===== src/rtl/load_store_unit.sv =====
// Load/store unit between execute and a 64-bit doubleword-indexed data memory.
// Checks alignment/range, performs read-modify-write for sub-doubleword stores.
module load_store_unit #(
  parameter int MEM_WORDS = 256
) (
  input  logic        clk,
  input  logic        rst_n,
  input  logic        req_valid,
  output logic        req_ready,
  input  logic        req_write,
  input  logic [1:0]  req_size,
  input  logic        req_unsigned,
  input  logic [63:0] req_addr,
  input  logic [63:0] req_wdata,
  output logic        resp_valid,
  output logic [63:0] resp_rdata,
  output logic        resp_fault,
  output logic        mem_read,
  output logic        mem_write,
  output logic [63:0] mem_addr,
  output logic [63:0] mem_wdata,
  input  logic [63:0] mem_rdata
);

  typedef enum logic [1:0] {IDLE, READ, WRITE, RESP} state_t;

  state_t      state_q;
  logic        wr_q;
  logic [1:0]  size_q;
  logic        uns_q;
  logic [2:0]  off_q;
  logic [63:0] wdata_q;
  logic [63:0] rdata_q;
  logic        fault_q;
  logic [63:0] maddr_q;
  logic [63:0] mwdata_q;

  logic        fault_d;
  logic [63:0] load_d;
  logic [63:0] merged_d;

  function automatic logic [63:0] size_mask(input logic [1:0] size);
    case (size)
      2'd0:    return 64'h0000_0000_0000_00FF;
      2'd1:    return 64'h0000_0000_0000_FFFF;
      2'd2:    return 64'h0000_0000_FFFF_FFFF;
      default: return 64'hFFFF_FFFF_FFFF_FFFF;
    endcase
  endfunction

  function automatic logic check_fault(input logic [1:0] size, input logic [63:0] addr);
    logic misaligned;
    case (size)
      2'd0:    misaligned = 1'b0;
      2'd1:    misaligned = addr[0];
      2'd2:    misaligned = |addr[1:0];
      default: misaligned = |addr[2:0];
    endcase
    return misaligned || (addr[63:3] >= 61'(MEM_WORDS));
  endfunction

  // Lane is selected little-endian by byte offset; doubleword ignores unsigned.
  function automatic logic [63:0] extend_load(input logic [63:0] word, input logic [2:0] off,
                                              input logic [1:0] size, input logic uns);
    logic [63:0] sh;
    sh = word >> {off, 3'b000};
    case (size)
      2'd0:    return uns ? {56'b0, sh[7:0]}  : {{56{sh[7]}}, sh[7:0]};
      2'd1:    return uns ? {48'b0, sh[15:0]} : {{48{sh[15]}}, sh[15:0]};
      2'd2:    return uns ? {32'b0, sh[31:0]} : {{32{sh[31]}}, sh[31:0]};
      default: return sh;
    endcase
  endfunction

  function automatic logic [63:0] merge_store(input logic [63:0] old, input logic [63:0] wdata,
                                              input logic [2:0] off, input logic [1:0] size);
    logic [63:0] m;
    m = size_mask(size) << {off, 3'b000};
    return (old & ~m) | ((wdata << {off, 3'b000}) & m);
  endfunction

  always_comb begin
    fault_d  = check_fault(req_size, req_addr);
    load_d   = extend_load(mem_rdata, off_q, size_q, uns_q);
    merged_d = merge_store(mem_rdata, wdata_q, off_q, size_q);
  end

  always_ff @(posedge clk) begin
    if (!rst_n) begin
      state_q  <= IDLE;
      wr_q     <= 1'b0;
      size_q   <= 2'd0;
      uns_q    <= 1'b0;
      off_q    <= 3'd0;
      wdata_q  <= 64'd0;
      rdata_q  <= 64'd0;
      fault_q  <= 1'b0;
      maddr_q  <= 64'd0;
      mwdata_q <= 64'd0;
    end else begin
      case (state_q)
        IDLE: begin
          if (req_valid) begin
            wr_q    <= req_write;
            size_q  <= req_size;
            uns_q   <= req_unsigned;
            off_q   <= req_addr[2:0];
            wdata_q <= req_wdata;
            maddr_q <= {3'b000, req_addr[63:3]};
            fault_q <= fault_d;
            if (fault_d || req_write) rdata_q <= 64'd0;
            if (req_write && req_size == 2'd3) mwdata_q <= req_wdata;
            if (fault_d)                                 state_q <= RESP;
            else if (req_write && req_size == 2'd3)      state_q <= WRITE;
            else                                         state_q <= READ;
          end
        end
        READ: begin
          if (wr_q) begin
            mwdata_q <= merged_d;
            state_q  <= WRITE;
          end else begin
            rdata_q <= load_d;
            state_q <= RESP;
          end
        end
        WRITE:   state_q <= RESP;
        default: state_q <= IDLE;
      endcase
    end
  end

  assign req_ready  = (state_q == IDLE);
  assign resp_valid = (state_q == RESP);
  assign mem_read   = (state_q == READ);
  assign mem_write  = (state_q == WRITE);
  assign resp_rdata = rdata_q;
  assign resp_fault = fault_q;
  assign mem_addr   = maddr_q;
  assign mem_wdata  = mwdata_q;

endmodule


===== config.mk =====
export PLATFORM = sky130hd
export DESIGN_NAME = load_store_unit
export DESIGN_NICKNAME = d
export VERILOG_FILES = /design/src/rtl/load_store_unit.sv
export SDC_FILE = /design/constraint.sdc
export NUM_CORES = 1
export LEC_CHECK = 0
export CAP_MARGIN = 0
export CELL_PAD_IN_SITES_DETAIL_PLACEMENT = 1
export CELL_PAD_IN_SITES_GLOBAL_PLACEMENT = 1
export CORE_MARGIN = 1
export CORE_UTILIZATION = 39
export DETAILED_ROUTE_END_ITERATION = 6
export HOLD_SLACK_MARGIN = 0.05
export PLACE_DENSITY_LB_ADDON = 0.1
export SYNTH_ARGS = -nofsm -noshare
export SYNTH_HDL_FRONTEND = slang
export SYNTH_SLANG_ARGS = --single-unit

===== constraint.sdc =====
create_clock -name clk -period 5.2 [get_ports clk]
set_clock_uncertainty 0.1 [all_clocks]
set_input_delay 0.52 -clock clk [delete_from_list [all_inputs] [get_ports clk]]
set_output_delay 0.52 -clock clk [all_outputs]
set_load 0.005 [all_outputs]

==> results of run 1 <==
## layer usage
metal,up-vias,share of wire,track usage
met1,7681,0.41,0.413
li1,6862,-,-
met3,154,0.073,0.0450
met4,0,0.048,0.152
met2,752,0.47,0.546
met5,-,0,0
## through the flow
| step | worst slack (ns) | total power, mW | hold WS, ns |
|---|---|---|---|
| floorplan | 2.89 | 5.44 | 0.333 |
| global placement | 0.861 | 7.45 | 0.342 |
| detailed placement | 0.858 | 7.55 | 0.346 |
| CTS | 1.40 | 9.64 | 0.355 |
| global route | 1.09 | 10.1 | 0.374 |
| finish | 1.37 | 9.65 | 0.354 |
## kinds of logic after synthesis
family | Yosys count
multiplexers | 176
adder cells (fa/ha/maj) | 4
other | 1
flip-flops | 263
AO/OA/AOI/OAI | 562
buffers and inverters | 182
AND/OR/NAND/NOR | 550
## cell type report
| class | count | area, µm² |
|---|---|---|
| repair buffers | 419 | 4120 |
| well taps | 468 | 586 |
| diodes | 3 | 7.51 |
| fillers | 4273 | 17200 |
| clock inverters | 9 | 56.3 |
| inverters | 10 | 40.0 |
| flip-flops and latches | 263 | 5270 |
| multi-input cells | 1295 | 8610 |
| clock buffers | 46 | 901 |
## final timing paths
kind,start,end,cells past startpoint
worst max-delay path,off_q[0],resp_rdata[35],6
worst min-delay path,mem_addr[50],mem_addr[50],2
worst max register to register,off_q[0],resp_rdata[35],6
worst min register to register,mem_addr[50],mem_addr[50],2
## registers in the layout (all words and copies together) (netlist names)
signal,flops
off_q,3
resp_fault,1
resp_rdata,64
mem_wdata,64
wr_q,1
wdata_q,64
size_q,2
mem_addr,61
state_q,2
uns_q,1
## report_power, final
group / leakage (nW) / total, mW / internal (mW) / switching (mW)
sequential: 2.15 / 3.01 / 2.56 / 0.459
combinational: 4.33 / 4.56 / 1.96 / 2.61
clock: 0.481 / 2.07 / 1.19 / 0.883
## placed cells by master, fill, tap and decap left out, types with 13 or more instances in the layout
cell               n
clkdlybuf4s50_1  391
a21oi_1          256
mux4_2            47
nand2_1          398
mux2i_1           82
a211oi_1          36
nor2_1            77
buf_4             28
mux2_2            47
nor2b_1           13
a22oi_1           19
o22ai_1           17
dfxtp_1          260
clkbuf_16         30
o211ai_1          58
o21ai_0           53
o41ai_2           30
a31o_2            16
nand3_1           18
## tightest hold or removal path, cell delays in order (launching register included)
cell and delay [ns]:
dfxtp_1 0.31, nand2_1 0.05, a21oi_1 0.05
## synthesized netlist by cell type, types with 6 or more instances
cell         n
nand2_1    399
dfxtp_1    263
a21oi_1    256
clkbuf_1   100
mux2i_1     82
nor2_1      77
o211ai_1    58
o21ai_0     53
mux2_2      47
mux4_2      47
buf_2       40
a211oi_1    36
o41ai_2     30
a22oi_1     19
nand3_1     18
o22ai_1     17
a31o_2      16
buf_4       13
nor2b_1     13
buf_1       12
nor4_1      12
o211a_1      9
a221oi_1     8
a22o_1       8
and2_1       8
inv_1        8
o21a_1       8
o221ai_1     8
o2bb2ai_1    8
a31o_1       6
buf_6        6
==> flow_summary.json, run 1 <==
{
  "yosys.area.top_type": "dfxtp_1",
  "antenna_found_initial": 3,
  "maxSlewHeadroom": 0.148,
  "slowest_stage": "o21ai_4",
  "grt_usage": 0.325,
  "finalSetupViolCount": 0,
  "regToRegSetupSlack_ns": 1.37,
  "synth-seq-area-share": 0.359,
  "hold_path_class": "reg2reg",
  "yosys-top-cells-area": "dfxtp_1 (36%), nand2_1 (10%), a21oi_1 (8.7%)",
  "maxCapViolations": 0,
  "tns_ns": 0,
  "synth_warnings": 0,
  "grt_max_degree": 92,
  "netlist_area_um2": 14700,
  "postLayoutCellArea_um2": 19600,
  "ys_ff_latch": 263,
  "powerDensity_nw_per_um2": 492,
  "die_width_um": 196,
  "postCtsResizedCells": 0,
  "io_pins": 396,
  "routed_wl_um": 65000,
  "finalCriticalPeriod_ns": 3.83,
  "cts_root_buf": "clkbuf_16",
  "crit_path_end_kind": "register",
  "synthToLayoutAreaGrowth_pct": 33.6,
  "post_cts_buffers": 0,
  "synth_compound_area_frac": 0.263,
  "dp.cells": 2455,
  "status": "completed",
  "synth_top_family_by_area": "compound AO/OA/AOI/OAI gates",
  "arrival_ns": 4.13,
  "dp_hpwl_um": 48500,
  "clock_latency_ns": 0.57,
  "cts.sinks": 263,
  "ys.flop_type": "dfxtp_1",
  "fin_util": 0.533,
  "synth_xor_area_frac": 0,
  "synth_mux_area_frac": 0.164,
  "fin_nets": 2222,
  "power_leakage_nw": 6.97,
  "placed_area_um2": 18600,
  "cp_slowest_stage_delay_ns": 0.98,
  "worst_pin_slew_ns": 1.27,
  "drive_above_1_share": 0.119,
  "initialDrtViolationCount": 1242,
  "core_area_um2": 36800,
  "crit_buf_inv": 1,
  "dieHeight_um": 196,
  "cts_tree": "built",
  "finalMaxSlewViolations": 0,
  "crit_type": "reg2reg",
  "peakVddDrop_uv": 335,
  "synth-edff-count": 0,
  "portBuffers": 392,
  "ant_nets": 0,
  "grt_pass1_vias": 15200,
  "synthArstFlopShare": 0,
  "hold_viol": 0,
  "rows": 70,
  "yosys.cell_types.count": 61,
  "required_ns": 5.49,
  "cp-start-kind": "register",
  "postCtsHoldBufs": 0,
  "crit_family": "compound AO/OA/AOI/OAI gates",
  "initial_core_util": 0.399,
  "avgRoutedWirePerCell_um": 25.9,
  "clk_path_buf_depth": 3,
  "htreeDepth": 1,
  "path_max_fanout": 72,
  "drt-vias-per-instance": 6.15,
  "yosys.area_share.simple": 0.153,
  "synth_fa_ha_area_frac": 0.00341,
  "avgSynthCellArea_um2": 8.44,
  "stdcell_count": 2513,
  "routabilityCongestion": 0.971,
  "min_period_over_period": 0.737,
  "clk_transition_reported_paths_ns": 0.06,
  "num_vias": 15400,
  "synth_cells": 1738,
  "rsz0062_at_grt": "false",
  "timing.fmax_mhz": 261,
  "cts_made_buffers": 30,
  "die_area_um2": 38400,
  "grt_pass1_wl_um": 95700,
  "yosysTopAreaCellShare": 0.359,
  "first_pass_iters": 5,
  "overflow": 0,
  "drc_errors": 0,
  "path_cells": "buf_4, a21oi_1, a32o_1, o211a_1, o21ai_4, o41ai_2"
}
No activity file was read; power rests on OpenSTA's default activity.
==> run 2: changes to the inputs <==
--- a/config.mk
+++ b/config.mk
@@ -9,7 +9,7 @@
 export CELL_PAD_IN_SITES_DETAIL_PLACEMENT = 1
 export CELL_PAD_IN_SITES_GLOBAL_PLACEMENT = 1
 export CORE_MARGIN = 1
-export CORE_UTILIZATION = 39
+export CORE_UTILIZATION = 36
 export DETAILED_ROUTE_END_ITERATION = 6
 export HOLD_SLACK_MARGIN = 0.05
 export PLACE_DENSITY_LB_ADDON = 0.1
==> constraint.sdc (replaced) <==
create_clock -name clk -period 3.97 [get_ports clk]
set_clock_uncertainty 0.1 [all_clocks]
set_input_delay 0.397 -clock clk [delete_from_list [all_inputs] [get_ports clk]]
set_output_delay 0.397 -clock clk [all_outputs]
set_load 0.005 [all_outputs]
==> flow_summary.json, run 2 (synthesis gave the netlist of run 1 again) <==
{
  "antenna_found_initial": 1,
  "hold_depth": 3,
  "grt_pass1_vias": 15100,
  "min_period_over_period": 0.807,
  "slowest_stage": "nor2b_1",
  "initialDrtViolationCount": 1156,
  "overflow": 0,
  "postCtsHoldBufs": 0,
  "rows": 73,
  "die_width_um": 204,
  "r2r_start": "off_q[0]",
  "finalSetupViolCount": 0,
  "grt_usage": 0.310,
  "powerDensity_nw_per_um2": 640,
  "htreeDepth": 1,
  "hold_viol": 0,
  "final_common_cell": "nand2_1",
  "cp-start-kind": "register",
  "fin_util": 0.495,
  "finalCriticalPeriod_ns": 3.20,
  "power_leakage_nw": 7.01,
  "arrival_ns": 3.52,
  "drive_above_1_share": 0.122,
  "cp_slowest_stage_delay_ns": 0.74,
  "drt-vias-per-instance": 5.84,
  "path_max_fanout": 41,
  "grt_pass1_wl_um": 97300,
  "stdcell_count": 2579,
  "ant_nets": 0,
  "final_cell_mix": "nand2_1 (398), clkdlybuf4s50_1 (391), dfxtp_1 (260), a21oi_1 (256), mux2i_1 (82)",
  "dp_hpwl_um": 49600,
  "routed_wl_um": 66400,
  "path_cells": "nor2b_1, a22oi_1, nand3_1, o41ai_4, o21ai_4, buf_4, o41ai_1",
  "num_vias": 15100,
  "min_from": "rst_n",
  "crit_family": "simple AND/OR/NAND/NOR gates",
  "grt_max_degree": 74,
  "r2r_end": "resp_rdata[63]",
  "fin_nets": 2234,
  "drc_errors": 0,
  "cts_made_buffers": 31,
  "avgRoutedWirePerCell_um": 25.8,
  "whs_endpoint": "resp_rdata[7]",
  "worst_pin_slew_ns": 1.30,
  "cts_tree": "built",
  "hold_path_class": "in2reg",
  "required_ns": 4.29,
  "clock_latency_ns": 0.58,
  "crit_path_end_kind": "register",
  "crit_buf_inv": 1,
  "finalMaxSlewViolations": 0,
  "crit_type": "reg2reg",
  "core_area_um2": 39900,
  "tns_ns": 0,
  "rr_worst_depth": 7,
  "rsz0062_at_grt": "false",
  "synthToLayoutAreaGrowth_pct": 34.8,
  "first_pass_iters": 5,
  "io_pins": 396,
  "die_area_um2": 41600,
  "dieHeight_um": 204,
  "peakVddDrop_uv": 351,
  "cts.sinks": 263,
  "cts_root_buf": "clkbuf_16",
  "clk_transition_reported_paths_ns": 0.06,
  "timing.fmax_mhz": 312,
  "portBuffers": 392,
  "regToRegSetupSlack_ns": 0.77,
  "maxCapViolations": 0,
  "maxSlewHeadroom": 0.136,
  "postCtsResizedCells": 0,
  "routabilityCongestion": 0.949,
  "initial_core_util": 0.367,
  "clk_path_buf_depth": 3,
  "dp.cells": 2523,
  "status": "completed",
  "post_cts_buffers": 0
}
==> run 2: cell count changes in the layout (fill, tap and decap cells not counted), sizes merged <==
cell | previous run | this run
buf | 28 | 39
diode | 3 | 1
inv | 9 | 10
clkbuf | 46 | 44
clkinvlp | 0 | 2
clkinv | 10 | 9
==> run 2: power breakdown <==
part           switching (mW)  internal, mW  total, mW
combinational            3.42          2.60       6.02
sequential              0.585          3.35       3.93
clock                    1.17          1.52       2.69
total                    5.18          7.47       12.6
==> run 2: per-layer routing <==
metal  wire length [µm]  GRT usage  part of all wire
met5                  0          0                 0
met2              32000      0.522              0.48
met4               3290      0.144             0.049
met3               4410     0.0470             0.066
met1              26800      0.388              0.40
==> run 2: worst max-delay path by stage <==
stage	start	end	cells after the start
2_1_floorplan	state_q[0]	resp_rdata[21]	10
3_3_place_gp	req_addr[32]	resp_rdata[26]	7
3_5_place_dp	req_addr[27]	resp_rdata[25]	7
4_1_cts	off_q[0]	resp_rdata[61]	7
5_1_grt	off_q[1]	resp_rdata[44]	8
6_report	off_q[0]	resp_rdata[63]	7
==> run 2: area by class of cell <==
| class | count | area [µm²] |
|---|---|---|
| antenna | 1 | 2.50 |
| clock buffer | 44 | 875 |
| clock inverter | 11 | 63.8 |
| fill | 4691 | 20200 |
| inverter | 10 | 40.0 |
| multi-input combinational | 1295 | 8610 |
| sequential | 263 | 5270 |
| tap | 525 | 657 |
| timing repair buffer | 430 | 4240 |
==> run 2: per-stage QoR <==
step	instance area (µm²)	setup WS (ns)	total power, mW	hold slack, ns
2_1_floorplan	14700	1.66	7.13	0.333
3_3_place_gp	18800	0.343	9.85	0.343
3_5_place_dp	18800	0.274	9.96	0.347
4_1_cts	19800	0.754	12.7	0.144
5_1_grt	19800	0.547	13.3	0.164
6_report	19800	0.765	12.6	0.157
==> run 2: worst min-delay path, stage by stage <==
cell    delay (ns)
buf_4         0.11
inv_4         0.14
nor2_1        0.13
==> run 3: changes to the inputs <==
==> constraint.sdc (replaced) <==
create_clock -name clk -period 3.2 [get_ports clk]
set_clock_uncertainty 0.1 [all_clocks]
set_input_delay 0.32 -clock clk [delete_from_list [all_inputs] [get_ports clk]]
set_output_delay 0.32 -clock clk [all_outputs]
set_load 0.005 [all_outputs]
==> flow_summary.json, run 3 (synthesis gave the netlist of run 1 again) <==
{
  "maxSlewHeadroom": 0.168,
  "min_period_over_period": 0.941,
  "drive_above_1_share": 0.131,
  "slowest_stage": "o21ai_4",
  "io_pins": 396,
  "grt_usage": 0.311,
  "crit_type": "reg2reg",
  "required_ns": 3.50,
  "first_pass_iters": 5,
  "synthToLayoutAreaGrowth_pct": 36.8,
  "power_mw": 16.1,
  "timing.fmax_mhz": 332,
  "arrival_ns": 3.31,
  "worst_pin_slew_ns": 1.24,
  "clk_transition_reported_paths_ns": 0.06,
  "cp_slowest_stage_delay_ns": 0.96,
  "rsz0062_at_grt": "false",
  "grt_pass1_vias": 15100,
  "initialDrtViolationCount": 1063,
  "peakVddDrop_uv": 486,
  "fillers": 4602,
  "hold_path_class": "in2reg",
  "finalMaxSlewViolations": 0,
  "grt_pass1_wl_um": 97300,
  "avgRoutedWirePerCell_um": 25.5,
  "cts.sinks": 263,
  "final_cell_mix": "nand2_1 (398), clkdlybuf4s50_1 (391), dfxtp_1 (260), a21oi_1 (256), mux2i_1 (82)",
  "post_cts_buffers": 0,
  "die_area_um2": 41600,
  "fin_util": 0.503,
  "routabilityCongestion": 0.922,
  "hold_viol": 0,
  "fin_nets": 2257,
  "overflow": 0,
  "finalSetupViolCount": 0,
  "rows": 73,
  "crit_buf_inv": 1,
  "path_cells": "inv_1, a32o_1, o211a_1, o21ai_4, o41ai_1",
  "holdWs_ns": 0.165,
  "routed_wl_um": 66400,
  "postCtsHoldBufs": 0,
  "cts_root_buf": "clkbuf_16",
  "grt_max_degree": 96,
  "cts_made_buffers": 31,
  "path_max_fanout": 32,
  "dp_hpwl_um": 50300,
  "ant_nets": 0,
  "htreeDepth": 1,
  "antenna_found_initial": 0,
  "cts_tree": "built",
  "crit_path_end_kind": "register",
  "clock_latency_ns": 0.59,
  "cp-start-kind": "register",
  "die_width_um": 204,
  "finalCriticalPeriod_ns": 3.01,
  "portBuffers": 392,
  "core_area_um2": 39900,
  "final_common_cell": "nand2_1",
  "tns_ns": 0,
  "dieHeight_um": 204,
  "initial_core_util": 0.367,
  "drc_errors": 0,
  "status": "completed",
  "maxCapViolations": 0,
  "powerDensity_nw_per_um2": 801,
  "power_leakage_nw": 7.17,
  "num_vias": 15200,
  "postCtsResizedCells": 0,
  "drt-vias-per-instance": 5.85,
  "clk_path_buf_depth": 3,
  "crit_family": "compound AO/OA/AOI/OAI gates"
}
[run 3: metrics by stage]
stage	instances	instance area, µm²	setup slack (ns)
floorplan	1740	14700	0.894
global placement	2546	19000	0.0625
detailed placement	2546	19000	0.0395
CTS	2601	20100	0.192
global route	2601	20100	0.0435
finish	2602	20100	0.190
[run 3: worst reg2reg max path, stage by stage (launching register included)]
cell and delay, ns:
dfxtp_2 0.55, inv_1 0.35, a32o_1 0.37, o211a_1 0.24
o21ai_4 0.96, o41ai_1 0.26
[run 3: layout make-up]
cell class	instances	area, µm²	share of cell area
Antenna cell	1	2.50	0.000125
Clock buffer	48	910	0.0453
Clock inverter	7	114	0.00568
Inverter	10	40.0	0.00200
Multi-Input combinational cell	1295	8610	0.429
Sequential cell	263	5270	0.263
Tap cell	525	657	0.0327
Timing Repair Buffer	453	4450	0.222
[run 3: worst paths after layout]
path           startpoint              to  slack [ns]  depth (start not counted)
max              off_q[2]  resp_rdata[63]        0.19                          5
min                 rst_n  resp_rdata[31]        0.17                          3
max reg2reg      off_q[2]  resp_rdata[63]        0.19                          5
min reg2reg  mem_addr[57]    mem_addr[57]        0.35                          2
[run 3: report_power, final]
group / total, mW / switching, mW / internal (mW)
sequential: 4.84 / 0.690 / 4.15
clock: 3.63 / 1.46 / 2.17
combinational: 7.60 / 4.29 / 3.31
[run 3: layer usage]
layer | up-vias | wire [µm] | global-route usage
li1 | 6924 | - | -
met1 | 7510 | 27000 | 0.389
met2 | 627 | 31800 | 0.523
met3 | 149 | 4420 | 0.0493
met4 | 0 | 3140 | 0.141
met5 | - | 0 | 0
